--- src/rtl/membus_pkg.sv ---
// rtl/membus_pkg.sv - widths, arbiter states and slot record shared by membus_arbiter
package membus_pkg;

  localparam int AW = 20;
  localparam int DW = 64;
  localparam int TW = 8;

  typedef enum logic [1:0] {IDLE, ISSUE, DONE} state_t;

  typedef struct packed {
    logic          pending;
    logic          is_write;
    logic [AW-1:0] addr;
    logic [DW-1:0] wdata;
    logic [TW-1:0] wtag;
  } slot_t;

endpackage

--- src/rtl/membus_port.sv ---
// rtl/membus_port.sv - per-master strobe capture, write-data phase and wait line
module membus_port
  import membus_pkg::*;
(
  input  logic          clk,
  input  logic          reset,
  input  logic [DW-1:0] ad,
  input  logic [TW-1:0] tag,
  input  logic          astb,
  input  logic          rd,
  input  logic          wr,
  input  logic          acked,
  input  logic          clr,
  output slot_t         slot,
  output logic          stall
);

  logic wphase;
  logic accept;

  // A slot being cleared this cycle may be refilled; the new capture wins.
  assign accept = astb && (rd ^ wr) && !wphase && (!slot.pending || clr);

  always_ff @(posedge clk or negedge reset) begin
    if (!reset) begin
      slot   <= '0;
      wphase <= 1'b0;
      stall  <= 1'b0;
    end else if (accept) begin
      slot.addr     <= ad[AW-1:0];
      slot.is_write <= wr;
      slot.pending  <= rd;
      wphase        <= wr;
      stall         <= 1'b1;
    end else begin
      if (wphase) begin
        slot.wdata   <= ad;
        slot.wtag    <= tag;
        slot.pending <= 1'b1;
        wphase       <= 1'b0;
      end else if (clr) begin
        slot.pending <= 1'b0;
      end
      // Dropped on the ack edge so the wait line is already low in DONE.
      if (acked) stall <= 1'b0;
    end
  end

endmodule

--- src/rtl/membus_arbiter.sv ---
// rtl/membus_arbiter.sv - two-master round-robin arbiter onto a single memory port
module membus_arbiter
  import membus_pkg::*;
(
  input  logic               clk,
  input  logic               reset,
  input  logic [1:0][DW-1:0] m_ad,
  input  logic [1:0][TW-1:0] m_tag,
  input  logic [1:0]         m_astb,
  input  logic [1:0]         m_rd,
  input  logic [1:0]         m_wr,
  output logic [1:0]         m_wait,
  output logic [1:0]         m_dvalid,
  output logic [DW-1:0]      m_data,
  output logic [TW-1:0]      m_dtag,
  output logic               mem_req,
  output logic               mem_we,
  output logic [AW-1:0]      mem_addr,
  output logic [DW-1:0]      mem_wdata,
  output logic [TW-1:0]      mem_wtag,
  input  logic               mem_ack,
  input  logic [DW-1:0]      mem_rdata,
  input  logic [TW-1:0]      mem_rtag
);

  state_t     state, state_n;
  logic       gnt, gnt_n, last;
  slot_t      slot [2];
  logic [1:0] acked, clr;

  for (genvar i = 0; i < 2; i++) begin : g_port
    assign acked[i] = (state == ISSUE) && mem_ack && (gnt == 1'(i));
    assign clr[i]   = (state == DONE) && (gnt == 1'(i));

    membus_port u_port (
      .clk   (clk),
      .reset (reset),
      .ad    (m_ad[i]),
      .tag   (m_tag[i]),
      .astb  (m_astb[i]),
      .rd    (m_rd[i]),
      .wr    (m_wr[i]),
      .acked (acked[i]),
      .clr   (clr[i]),
      .slot  (slot[i]),
      .stall (m_wait[i])
    );
  end

  always_ff @(posedge clk or negedge reset) begin
    if (!reset) begin
      state <= IDLE;
      gnt   <= 1'b0;
    end else begin
      state <= state_n;
      gnt   <= gnt_n;
    end
  end

  always_comb begin
    state_n = state;
    gnt_n   = gnt;
    case (state)
      IDLE: begin
        if (slot[0].pending || slot[1].pending) begin
          state_n = ISSUE;
          // On a tie the master that was not served last goes first.
          if (slot[0].pending && slot[1].pending) gnt_n = ~last;
          else                                    gnt_n = slot[1].pending;
        end
      end
      ISSUE:   if (mem_ack) state_n = DONE;
      DONE:    state_n = IDLE;
      default: state_n = IDLE;
    endcase
  end

  always_ff @(posedge clk or negedge reset) begin
    if (!reset) begin
      last      <= 1'b1;
      mem_req   <= 1'b0;
      mem_we    <= 1'b0;
      mem_addr  <= '0;
      mem_wdata <= '0;
      mem_wtag  <= '0;
      m_dvalid  <= '0;
      m_data    <= '0;
      m_dtag    <= '0;
    end else begin
      m_dvalid <= '0;
      if (state == IDLE && state_n == ISSUE) begin
        last      <= gnt_n;
        mem_req   <= 1'b1;
        mem_we    <= slot[gnt_n].is_write;
        mem_addr  <= slot[gnt_n].addr;
        mem_wdata <= slot[gnt_n].wdata;
        mem_wtag  <= slot[gnt_n].wtag;
      end
      if (state == ISSUE && mem_ack) begin
        mem_req <= 1'b0;
        if (!mem_we) begin
          m_data        <= mem_rdata;
          m_dtag        <= mem_rtag;
          m_dvalid[gnt] <= 1'b1;
        end
      end
    end
  end

endmodule

--- config.mk ---
export PLATFORM = sky130hd
export DESIGN_NAME = membus_arbiter
export DESIGN_NICKNAME = d
export VERILOG_FILES = /design/src/rtl/membus_pkg.sv /design/src/rtl/membus_port.sv /design/src/rtl/membus_arbiter.sv
export SDC_FILE = /design/constraint.sdc
export NUM_CORES = 1
export LEC_CHECK = 0
export ABC_AREA = 1
export BUFFER_PORTS_ARGS = -buffer_cell sky130_fd_sc_hd__buf_4
export CORE_MARGIN = 2
export CORE_UTILIZATION = 48
export DETAILED_ROUTE_END_ITERATION = 12
export GPL_ROUTABILITY_DRIVEN = 1
export MAX_ROUTING_LAYER = met4
export PLACE_DENSITY = 0.79
export SLEW_MARGIN = 20
export SYNTH_ARGS = -nofsm -noshare
export SYNTH_HDL_FRONTEND = slang
export SYNTH_HIERARCHICAL = 1
export SYNTH_SLANG_ARGS = --single-unit
export TNS_END_PERCENT = 20
--- constraint.sdc ---
create_clock -name clk -period 1.4 [get_ports clk]
set_input_delay 0.14 -clock clk [delete_from_list [all_inputs] [get_ports clk]]
set_output_delay 0.14 -clock clk [all_outputs]
set_load 0.01 [all_outputs]
# Word-level counts from Yosys, hierarchy flattened
# Cells that the tools add are included.
classes:
  magnitude_cmp: 3
  n_eq_ne: 3
  bitwise_logic: 8
  reduce_logical: 30
  mux: 27
ops:
  columns: ["cell", "n"]
  rows:
  - ["2-to-1 mux 93 bit", 3]
  - ["2-to-1 mux 1 bit", 18]
  - ["logical AND 1 bit", 14]
  - ["2-to-1 mux 2 bit", 4]
  - ["AND reduction 2 bit", 3]
  - ["nonzero test 2 bit", 3]
  - ["nonzero test 3 bit", 2]
  - ["NOT 1 bit", 5]
  - ["equality test 2 x 1 -> 1 bit (second input constant)", 2]
  - ["logical NOT 1 bit", 4]
  - ["one-hot mux 2 bit (2 select lines)", 1]
  - ["logical OR 1 bit", 3]
  - ["equality test 2 bit (second input constant)", 1]
  - ["greater-or-equal comparator 2 bit (second input constant)", 1]
  - ["logical NOT 2 bit", 1]
  - ["< comparator 1 x 2 -> 1 bit (second input constant)", 1]
  - ["NOT 1 -> 2 bit", 1]
  - ["bitwise XOR 1 bit", 2]
  - ["demux 1 bit (select 1 bit)", 1]
  - ["greater-or-equal comparator 1 bit (second input constant)", 1]
word_totals:
  inputBits: 225
  ff_bits: 364
  elab_cells: 96
  out_inout_bits: 170

# Longest topological paths before layout
# Gate-level depths: netlist (run 1).
depth:
  depth_word: 8
  mapped_depth: 10
  depth_no_buf: 8

# Modules after synthesis
# Netlist (run 1), hierarchy kept.
by_module_without_submodules:
  columns: ["module", "n_inst", "seq_area_each_um2", "cells_per_inst", "area_each_um2"]
  rows:
  - ["membus_arbiter", 1, 4305.4, 1132, 8232.9]
  - ["membus_port", 2, 2402.3, 412, 3642.2]

# Least setup slack after synthesis (run 1)
# OpenSTA, ideal clock, no wires.
synth_path:
  path_kind: "reg2reg"
  start: "reg last"
  end: "reg mem_wdata[40]"
  n_path_buf: 2
  slack_ps: 59
  stages_incl_launch_ff: 10
  required_time_ps: 1284
  arrival_ps: 1225
  setup_time_ps: 116
  synth_period_minus_slack_ps: 1341
  cell_sequence: "dfstp_2 -> inv_1 -> nand2_1 -> nand3_2 -> nand2_1 -> buf_4 -> buf_4 -> nand2_1 -> nand2_1 -> nand2_1"
synth_via:
  elab_chain_cells: 8
synth_lines:
  columns: ["element", "line", "text"]
  rows:
  - ["from (decl)", "membus_arbiter.sv:27", "logic gnt, gnt_n, last;"]
  - ["from (signal assigned)", "membus_arbiter.sv:92", "last <= gnt_n;"]
  - ["NOT 1 bit", "membus_arbiter.sv:68", "if (slot[0].pending && slot[1].pending) gnt_n = ~last;"]
  - ["2-to-1 mux 1 bit", "membus_arbiter.sv:68", null]
  - ["2-to-1 mux 1 bit", "membus_arbiter.sv:65", "if (slot[0].pending || slot[1].pending) begin"]
  - ["2-to-1 mux 1 bit", "membus_arbiter.sv:63", "case (state)"]
  - ["NOT 1 -> 2 bit (implied by the code)", "membus_arbiter.sv:96", "mem_wdata <= slot[gnt_n].wdata;"]
  - ["2-to-1 mux 93 bit (3 in series)", null, null]
  - ["to (signal assigned)", "membus_arbiter.sv:96", null]
  - ["to (decl)", "membus_arbiter.sv:19", "output logic [DW-1:0] mem_wdata,"]
# No other way between the ends. The select of a mux whose other input is x is not followed.
# A chain may end at the register's enable or synchronous reset.

# Final worst setup path (run 1)
layout_path:
  start: "reg state[0]"
  end: "reg mem_addr[8]"
layout_via:
  elab_chain_cells: 6
  word_cells_on_any_way: 12
  cone_classes: "eq/ne: 2; mux: 7; bitwise: 1; reduce/logical: 2"
layout_lines:
  columns: ["element", "line", "text"]
  rows:
  - ["from (decl)", "membus_arbiter.sv:26", "state_t state, state_n;"]
  - ["from (signal assigned)", "membus_arbiter.sv:55", "state <= state_n;"]
  - ["logical NOT 2 bit", "membus_arbiter.sv:63, membus_arbiter.sv:91", null]
  - ["2-to-1 mux 1 bit", "membus_arbiter.sv:63", null]
  - ["NOT 1 -> 2 bit (implied by the code)", "membus_arbiter.sv:95", "mem_addr <= slot[gnt_n].addr;"]
  - ["2-to-1 mux 93 bit (3 in series)", null, null]
  - ["to (signal assigned)", "membus_arbiter.sv:95", null]
  - ["to (decl)", "membus_arbiter.sv:18", "output logic [AW-1:0] mem_addr,"]
# Several ways; a longest one is shown, not always the timed one. The select of a mux whose other input is x is not followed.

==> results of run 1 <==
[state kept, by name, summed over array words and instances, names as in the netlist, 2 cells and up]
name                  count
g_port.u_port/slot      188
m_data                   64
mem_wdata                64
mem_addr                 20
m_dtag                    8
mem_wtag                  8
g_port.u_port/stall       2
g_port.u_port/wphase      2
m_dvalid                  2
state                     2
[stage by stage]
step / area (µm²) / util / power [mW] / std cells / worst slack [ns]
floorplan: 15500 / - / 29.6 / 1956 / 0.0589
global placement: 19100 / 0.602 / 37.3 / 2692 / -0.0674
detailed placement: 19100 / 0.602 / 38.1 / 2692 / -0.150
CTS: 22600 / 0.711 / 48.5 / 2984 / -0.0619
global route: 23400 / 0.737 / 56.8 / 3013 / -0.191
finish: 23400 / 0.737 / 53.6 / 3013 / -0.121
[path summary, 6_finish.rpt]
| kind | start | end | slack [ns] | cells after the start |
|---|---|---|---|---|
| max | state[0]$_DFF_PN0_ | mem_addr[8]$_DFFE_PN0P_ | -0.12 | 8 |
| min | reset | g_port[0].u_port/slot[22]$_DFFE_PN0P_ | 0.08 | 2 |
| max reg2reg | state[0]$_DFF_PN0_ | mem_addr[8]$_DFFE_PN0P_ | -0.12 | 8 |
| min reg2reg | g_port[0].u_port/slot[76]$_DFFE_PN0P_ | g_port[0].u_port/slot[76]$_DFFE_PN0P_ | 0.47 | 2 |
| max in group asynchronous | reset | m_data[8]$_DFFE_PN0P_ | 0.59 | 3 |
| min in group clk | m_ad[108] | g_port[1].u_port/slot[52]$_DFFE_PN0P_ | 0.37 | 4 |
[cell usage after synthesis]
cell,count
nand3_1,114
nand2_2,2
buf_1,8
inv_2,3
inv_1,204
dfstp_2,1
nor2_1,7
dfrtp_1,363
a21oi_1,90
o21ai_1,3
clkbuf_1,26
buf_4,7
nor3_1,3
nor2_2,2
a21oi_2,3
nor2_4,2
nand2_1,1050
o21ai_0,3
buf_2,62
nand3_2,1
buf_6,2
[power by group through the flow]
stage	registers, mW	clock network (mW)	logic (mW)
2_1_floorplan	19.2	0	10.4
3_3_place_gp	18.7	0	18.7
3_5_place_dp	18.8	0	19.3
4_1_cts	18.7	9.86	19.9
5_1_grt	19.4	10.3	27.0
6_report	19.0	9.80	24.8
[logic make-up (layout without fill, tap and decap cells)]
kind of cell / after synthesis / after routing / synth area share
AO/OA/AOI/OAI: 99 / 99 / 0.0327
other: 0 / 6 / 0
buffers and inverters: 312 / 959 / 0.0831
flip-flops: 364 / 364 / 0.587
AND/OR/NAND/NOR: 1181 / 1183 / 0.297
[cells in the final DEF, fill, tap and decap left out, types with 20 or more instances in the layout]
master | netlist | routed
a21oi_2 | 3 | 30
nand2_2 | 2 | 67
nand2_1 | 1050 | 975
buf_4 | 7 | 419
nand3_1 | 114 | 112
inv_1 | 204 | 201
buf_12 | 0 | 20
dfrtp_1 | 363 | 360
dlygate4sd3_1 | 0 | 224
a21oi_1 | 90 | 63
clkbuf_16 | 0 | 49
[final cells by class]
| type | count | area share |
|---|---|---|
| inverters | 207 | 0.0332 |
| multi-input cells | 1282 | 0.238 |
| flip-flops and latches | 364 | 0.390 |
| clock buffers | 56 | 0.0470 |
| clock inverters | 11 | 0.00407 |
| repair buffers | 685 | 0.266 |
| diodes | 6 | 0.000642 |
| well taps | 402 | 0.0215 |
[worst max-delay path, delay by kind of cell, from the launching register on]
family                 cells  cell delay [ns]
and+or+nand+nor            6             0.65
DFF                        1             0.44
buffers and inverters      2             0.31
[per-layer routing]
metal | track usage | vias to the layer above | share of wire
met3 | 0.0614 | 250 | 0.088
met4 | 0.178 | 0 | 0.059
met5 | - | - | 0
met2 | 0.517 | 1012 | 0.49
li1 | - | 7113 | -
met1 | 0.358 | 7614 | 0.36
[repair_timing]
action,CTS,global route
gates cloned,0,18
endpoints found under the setup margin,112,207
setup buffers,1,5
pin swaps,0,24
resized for setup,9,122
hold endpoints to repair,626,0
hold buffers,224,0
==> results.py, run 1 <==
metrics = {
    "power_and_ir_drop": {
        "sw_frac_of_total": 0.409,
        "p_int_mw": 31.7,
        "switching_power_mw": 21.9,
        "pwr_density_cell_mw_per_mm2": 2290,
        "p_clk_frac": 0.183,
        "seqPwrFrac": 0.355,
        "comb_power_share": 0.462,
        "vdd_drop_max_mv": 1.43,
        "p_leak_nw": 12.8,
    },
    "critical_path": {
        "crit_type": "reg -> reg",
        "crit_top_cell": "nand2_1",
        "start_kind": "flop",
        "critPathMaxStageDelay_ns": 0.44,
        "required_ns": 1.79,
        "crit_chain": "nor2_4 > nand3_4 > buf_12 > nand2_8 > buf_12 > nand2_1 > nand2_1 > nand2_1",
        "cp_data_arrival_time_ns": 1.91,
        "crit_fanout": 6,
        "cpMaxStageDelayCell": "dfrtp_2",
        "crit_path_end_kind": "flop",
    },
    "run_status": {
        "outcome": "complete, but fails checks",
        "violations": "setup timing",
    },
    "timing": {
        "setup-tns-final_ns": -5.29,
        "rsz0062_at_grt": "true",
        "report.final.slew_viol_count": 0,
        "timing.slew.headroom": 0.678,
        "layout_min_cycle_time_ns": 1.52,
        "fmax_ghz": 0.658,
        "worst_pin_slew_ns": 0.482,
        "setup_viol": 115,
        "finalHoldViolations": 0,
        "postLayoutSetupSlackWorst_ns": -0.121,
        "fin_crit_sh": 1.09,
        "finalClockSkew_ns": 0.0215,
        "whs_ns": 0.0772,
    },
    "global_route": {
        "grt_remaining_overflow": 0,
        "grt_pass1_vias": 15723,
        "antenna_found_initial": 6,
        "grt_first_pass_wirelength_mm": 81.2,
        "grt_max_degree": 94,
        "grt.total_usage": 0.313,
    },
    "place": {
        "gp_congestion": 0.859,
        "hpwlAfterDp_mm": 30.0,
        "io_buffer_count": 394,
    },
    "clocking": {
        "cts_tree": "built",
        "cts_made_buffers": 38,
        "clk_pin_slew_ns": 0.06,
        "cts-htree-levels": 2,
        "cts_root_buf": "clkbuf_16",
        "clk_path_buf_depth": 3,
        "worst_skew_pair.late_latency_ns": 0.52,
        "cts.sinks": 364,
    },
    "yosys": {
        "ys_seq_elements": 364,
        "syn-num-nets": 2181,
        "ys_warn_count": 6,
        "syn_area_per_cell_um2": 7.93,
        "synthCells": 1956,
        "synth_top_cell_by_area": "dfrtp_1",
        "netlist_area_mm2": 0.0155,
        "yosys.area.top_type_share": 0.585,
        "synth_area_leaders": "dfrtp_1 (59%), nand2_1 (25%), inv_1 (4.9%)",
        "seq_area_frac_synth": 0.587,
        "synth.distinct_cells": 21,
    },
    "detailed_routing": {
        "vias_per_cell": 5.31,
        "drc": 0,
        "wl_per_cell_um": 18.7,
        "routed-via-count": 15989,
        "antenna_left": 0,
        "dr.pass1.iters": 5,
        "wirelength_mm": 56.4,
        "drt_iter0_drc": 1440,
    },
    "finish": {
        "multiInputGateArea_mm2": 0.00556,
        "fillers": 2018,
        "area_growth_pct": 50.7,
        "seq_area_mm2": 0.00911,
        "layout-drive-gt1-share": 0.249,
        "fin_nets": 2803,
    },
    "floorplanning": {
        "start_util": 0.489,
        "die_area_mm2": 0.0338,
        "rows": 65,
        "coreArea_mm2": 0.0317,
        "pin_count": 395,
        "die_w_um": 184,
        "die_h_um": 184,
    },
    "job": {
        "cap_violations": 0,
    },
    "worst_hold_path": {
        "hold_class": "in -> async",
    },
}
Power figures use the tool's default switching activity.
==> run 2: changes to the inputs <==
Clock period 1.4 ns to 1.34 ns, I/O delays scaled along.
==> run 2 against run 1 <==
- the flow still finishes with violations (setup timing)
- highest routed layer unchanged
- fmax down 2.4%
- power up 7.3%
- critical endpoint is now mem_wtag[5]$_DFFE_PN0P_
- critical path type unchanged
- register-to-register slack worse by 0.098 ns
- final cell count up 0.40%
- cell area up 2.2%
- clock skew down 0.012 ns
- die area unchanged
- combinational power up 8.1%
- via count up 1.5%
==> results.py, run 2 (same netlist as run 1, synthesis figures left out) <==
metrics = {
    "timing": {
        "finalHoldViolations": 0,
        "fmax_ghz": 0.642,
        "report.final.slew_viol_count": 0,
        "fin_crit_sh": 1.16,
        "setup-tns-final_ns": -23.50,
        "finalClockSkew_ns": 0.00902,
        "setup_viol": 211,
        "rsz0062_at_grt": "true",
        "whs_ns": 0.0449,
        "worst_pin_slew_ns": 0.568,
        "postLayoutSetupSlackWorst_ns": -0.218,
        "timing.slew.headroom": 0.621,
        "layout_min_cycle_time_ns": 1.56,
    },
    "clocking": {
        "cts-htree-levels": 2,
        "cts_made_buffers": 38,
        "worst_skew_pair.late_latency_ns": 0.53,
        "clk_path_buf_depth": 3,
        "cts.sinks": 364,
        "cts_root_buf": "clkbuf_16",
        "cts_tree": "built",
        "clk_pin_slew_ns": 0.07,
    },
    "detailed_routing": {
        "wirelength_mm": 58.8,
        "vias_per_cell": 5.36,
        "routed-via-count": 16223,
        "drc": 0,
        "wl_met3_mm": 5.59,
        "met1_length_mm": 21.0,
        "dr_wl_met2_mm": 28.1,
        "wl_per_cell_um": 19.4,
        "routed.top_layer": "met4",
        "drt_iter0_drc": 1357,
        "dr.pass1.iters": 6,
        "antenna_left": 0,
    },
    "global_route": {
        "grt_remaining_overflow": 0,
        "grt.total_usage": 0.330,
        "grt_pass1_vias": 15824,
        "grt_first_pass_wirelength_mm": 84.5,
        "antenna_found_initial": 4,
        "grt_max_degree": 76,
    },
    "power_and_ir_drop": {
        "p_leak_nw": 13.1,
        "vdd_drop_max_mv": 1.33,
        "p_total_mw": 57.6,
        "pwr_density_cell_mw_per_mm2": 2410,
    },
    "finish": {
        "area_growth_pct": 54.0,
        "reg.largest.list": "g_port.u_port/slot x188, m_data x64, mem_wdata x64",
        "layout-drive-gt1-share": 0.253,
        "fin_nets": 2816,
        "multiInputGateArea_mm2": 0.00564,
        "stdcell_area_mm2": 0.0239,
        "instances_no_fill": 3025,
        "seq_area_mm2": 0.00911,
        "layout_commonest_cell": "nand2_1",
        "regMostFlops": "g_port.u_port/slot",
        "fillers": 1910,
        "postLayoutCoreUtil": 0.753,
        "mostFrequentLayoutCells": "nand2_1 (994), buf_4 (414), dfrtp_1 (359)",
        "largest_register_ffs": 188,
    },
    "job": {
        "cap_violations": 0,
    },
    "run_status": {
        "violations": "setup timing",
        "outcome": "complete, but fails checks",
    },
    "worst_hold_path": {
        "hold_class": "in -> async",
    },
    "place": {
        "io_buffer_count": 394,
        "hpwlAfterDp_mm": 31.3,
        "gp_congestion": 0.866,
        "dp.cells": 2694,
        "place_area_mm2": 0.0192,
        "pre_cts_slack_ns": -0.219,
    },
    "critical_path": {
        "start_kind": "flop",
        "required_ns": 1.80,
        "crit_type": "reg -> reg",
        "crit_fanout": 37,
        "cp_data_arrival_time_ns": 2.02,
        "r2r_slack_ns": -0.22,
        "crit_path_end_kind": "flop",
    },
    "floorplanning": {
        "pin_count": 395,
        "die_area_mm2": 0.0338,
        "coreArea_mm2": 0.0317,
        "rows": 65,
        "die_w_um": 184,
        "die_h_um": 184,
        "start_util": 0.489,
    },
}
run 2: area by class of cell:
type / count / share of cell area
flip-flops and latches: 364 / 0.381
inverters: 207 / 0.0325
well taps: 402 / 0.0210
clock inverters: 13 / 0.00518
clock buffers: 54 / 0.0461
diodes: 5 / 0.000524
multi-input cells: 1280 / 0.236
repair buffers: 700 / 0.277
run 2: worst paths after layout:
path                                                  startpoint                                    end  depth (start not counted)
setup / recovery                                last$_DFFE_PN1P_                mem_wtag[5]$_DFFE_PN0P_                          7
hold reg to reg            g_port[0].u_port/slot[85]$_DFFE_PN0P_  g_port[0].u_port/slot[85]$_DFFE_PN0P_                          2
max in group asynchronous                                  reset                  m_dtag[2]$_DFFE_PN0P_                          3
min in group clk                                       m_ad[127]  g_port[1].u_port/slot[71]$_DFFE_PN0P_                          4
setup reg to reg                                last$_DFFE_PN1P_                mem_wtag[5]$_DFFE_PN0P_                          7
hold / removal                                             reset   g_port[1].u_port/slot[6]$_DFFE_PN0P_                          2
run 2: critical path: stages (launching register included):
cell and delay [ns]:
dfstp_2 0.53, inv_2 0.04, nand2_2 0.07, nand3_4 0.12, buf_6 0.24, a21oi_1 0.23, nand2_1 0.12, nand2_1 0.10
run 2: power breakdown:
| part | internal, mW | total (mW) | switching (mW) | leakage, nW |
|---|---|---|---|---|
| logic | 11.5 | 26.8 | 15.3 | 8.00 |
| clock network | 6.12 | 10.5 | 4.41 | 0.605 |
| registers | 16.4 | 20.2 | 3.77 | 4.45 |
| total | 34.1 | 57.6 | 23.5 | 13.1 |
run 2: repair_timing:
item	in CTS	in global routing
pin swaps	14	65
buffers inserted	9	8
gates resized for setup	57	107
endpoints found under the hold margin	626	0
gates cloned	8	13
hold buffers	224	0
endpoints found under the setup margin	211	216
run 2: routing by layer:
metal | vias up | global-route usage
met5 | - | -
met2 | 1107 | 0.526
met4 | 0 | 0.180
met1 | 7649 | 0.387
li1 | 7140 | -
met3 | 327 | 0.0784
==> run 3: changes to the inputs <==
Settings changed: CORE_ASPECT_RATIO set to 1.1.
==> run 3 against run 2 <==
- the run still ends with setup timing left
- fmax barely moved
- global-route usage fell by 0.97 points
- combinational power barely moved
- sequential power barely moved
- cell area fell by 0.39%
- non-clock buffer count fell by 3
- clock-buffer cell count rose by 2
- core utilization fell by 1.2 points
- wire length fell by 1.2%
- final cell count rose by 0.56%
==> results.py, run 3 (same netlist as run 1, synthesis figures left out) <==
metrics = {
    "detailed_routing": {
        "antenna_left": 0,
        "routed-via-count": 16089,
        "vias_per_cell": 5.29,
        "dr.pass1.iters": 6,
        "wirelength_mm": 58.1,
        "wl_per_cell_um": 19.1,
        "drc": 0,
        "drt_iter0_drc": 1580,
    },
    "critical_path": {
        "required_ns": 1.75,
        "r2r-start": "last$_DFFE_PN1P_",
        "r2r_slack_ns": -0.22,
        "r2r_cells": 9,
        "crit_path_end_kind": "flop",
        "start_kind": "flop",
        "timing.rr.end": "mem_wdata[46]$_DFFE_PN0P_",
        "cp_data_arrival_time_ns": 1.96,
        "crit_type": "reg -> reg",
        "crit_fanout": 14,
        "endpoint": "mem_wdata[46]$_DFFE_PN0P_",
        "crit_start": "last$_DFFE_PN1P_",
    },
    "place": {
        "hpwlAfterDp_mm": 30.0,
        "pre_cts_slack_ns": -0.168,
        "dp.cells": 2723,
        "gp_congestion": 0.888,
        "io_buffer_count": 394,
    },
    "finish": {
        "fin_nets": 2814,
        "layout_commonest_cell": "nand2_1",
        "reg.largest.list": "g_port.u_port/slot x188, m_data x64, mem_wdata x64",
        "largest_register_ffs": 188,
        "seq_area_mm2": 0.00911,
        "postLayoutCoreUtil": 0.741,
        "area_growth_pct": 53.4,
        "layout-drive-gt1-share": 0.252,
        "fillers": 2040,
        "multiInputGateArea_mm2": 0.00564,
        "mostFrequentLayoutCells": "nand2_1 (970), buf_4 (415), dfrtp_1 (360)",
        "instances_no_fill": 3042,
        "regMostFlops": "g_port.u_port/slot",
    },
    "job": {
        "cap_violations": 0,
    },
    "power_and_ir_drop": {
        "vdd_drop_max_mv": 1.25,
        "pwr_density_cell_mw_per_mm2": 2400,
        "p_leak_nw": 13.0,
    },
    "floorplanning": {
        "coreArea_mm2": 0.0321,
        "rows": 69,
        "die_h_um": 193,
        "pin_count": 395,
        "die_area_mm2": 0.0338,
        "die_w_um": 175,
        "start_util": 0.483,
    },
    "timing": {
        "finalClockSkew_ns": 0.0290,
        "postLayoutSetupSlackWorst_ns": -0.217,
        "timing.slew.headroom": 0.708,
        "layout_min_cycle_time_ns": 1.56,
        "setup-tns-final_ns": -28.58,
        "whs_ns": 0.122,
        "rsz0062_at_grt": "true",
        "fin_crit_sh": 1.16,
        "finalHoldViolations": 0,
        "report.final.slew_viol_count": 0,
        "worst_pin_slew_ns": 0.439,
        "setup_viol": 213,
        "fmax_ghz": 0.642,
    },
    "global_route": {
        "grt.total_usage": 0.320,
        "grt_remaining_overflow": 0,
        "grt_max_degree": 94,
        "grt_pass1_vias": 15987,
        "grt_first_pass_wirelength_mm": 83.5,
        "antenna_found_initial": 5,
    },
    "run_status": {
        "outcome": "complete, but fails checks",
        "violations": "setup timing",
    },
    "clocking": {
        "worst_skew_pair.late_latency_ns": 0.53,
        "cts_tree": "built",
        "cts-htree-levels": 2,
        "cts.sinks": 364,
        "cts_root_buf": "clkbuf_16",
        "cts_made_buffers": 37,
        "clk_path_buf_depth": 3,
        "clk_pin_slew_ns": 0.06,
    },
    "worst_hold_path": {
        "hold_class": "in -> async",
    },
}
-- run 3: changes by cell type in the layout (fill, tap and decap cells not counted), sizes merged, moves of 2 or more --
cell	delta
buf	-5
bufinv	-2
clkbuf	+5
clkinv	-4
clkinvlp	-2
nand2	+2
-- run 3: power by group --
part           total [mW]  internal, mW  switching [mW]
clock                10.1          5.78            4.32
combinational        27.0          11.6            15.4
sequential           20.0          16.4            3.58
total                57.1          33.8            23.3
-- run 3: final cells by class --
cell class,count,area share
Antenna cell,6,0.000631
Clock buffer,56,0.0474
Tap cell,426,0.0224
Multi-Input combinational cell,1282,0.237
Clock inverter,4,0.00131
Sequential cell,364,0.383
Inverter,207,0.0326
Timing Repair Buffer,697,0.276
-- run 3: layer usage --
metal  share of wire  up-vias  track usage
li1                -     7132            -
met1            0.37     7698        0.377
met2            0.49      972        0.533
met3           0.084      287       0.0534
met4           0.062        0        0.164
met5               0        -            -
-- run 3: metrics by stage --
step,power [mW],cell area (µm²)
2_1_floorplan,30.9,15500
3_3_place_gp,39.7,19300
3_5_place_dp,40.5,19300
4_1_cts,51.6,22800
5_1_grt,60.3,23800
6_report,57.1,23800
-- run 3: worst min-delay path by stage --
stage	start	end	slack [ns]	cells after the start
2_1_floorplan	reset	g_port[0].u_port/slot[0]$_DFFE_PN0P_	-0.16	0
3_3_place_gp	reset	mem_wtag[6]$_DFFE_PN0P_	0.07	1
3_5_place_dp	reset	mem_wtag[6]$_DFFE_PN0P_	0.08	1
4_1_cts	reset	mem_wtag[6]$_DFFE_PN0P_	0.12	2
5_1_grt	reset	mem_wtag[6]$_DFFE_PN0P_	0.16	2
6_report	reset	mem_wtag[6]$_DFFE_PN0P_	0.12	2
-- run 3: worst max-delay path, stage by stage, from the launching register on --
cell,delay [ns]
dfstp_2,0.55
inv_2,0.04
nand2_2,0.07
nand3_4,0.09
buf_4,0.17
nand2_8,0.12
clkbuf_16,0.19
nand2_1,0.07
nand2_1,0.09
nand2_1,0.06
-- run 3: what timing repair did --
action | in CTS | in global routing
setup buffers | 1 | 6
pin swaps | 2 | 17
setup endpoints to repair | 212 | 214
gates resized for setup | 18 | 132
gates cloned | 1 | 21
hold buffers | 224 | 0
endpoints found under the hold margin | 627 | 0
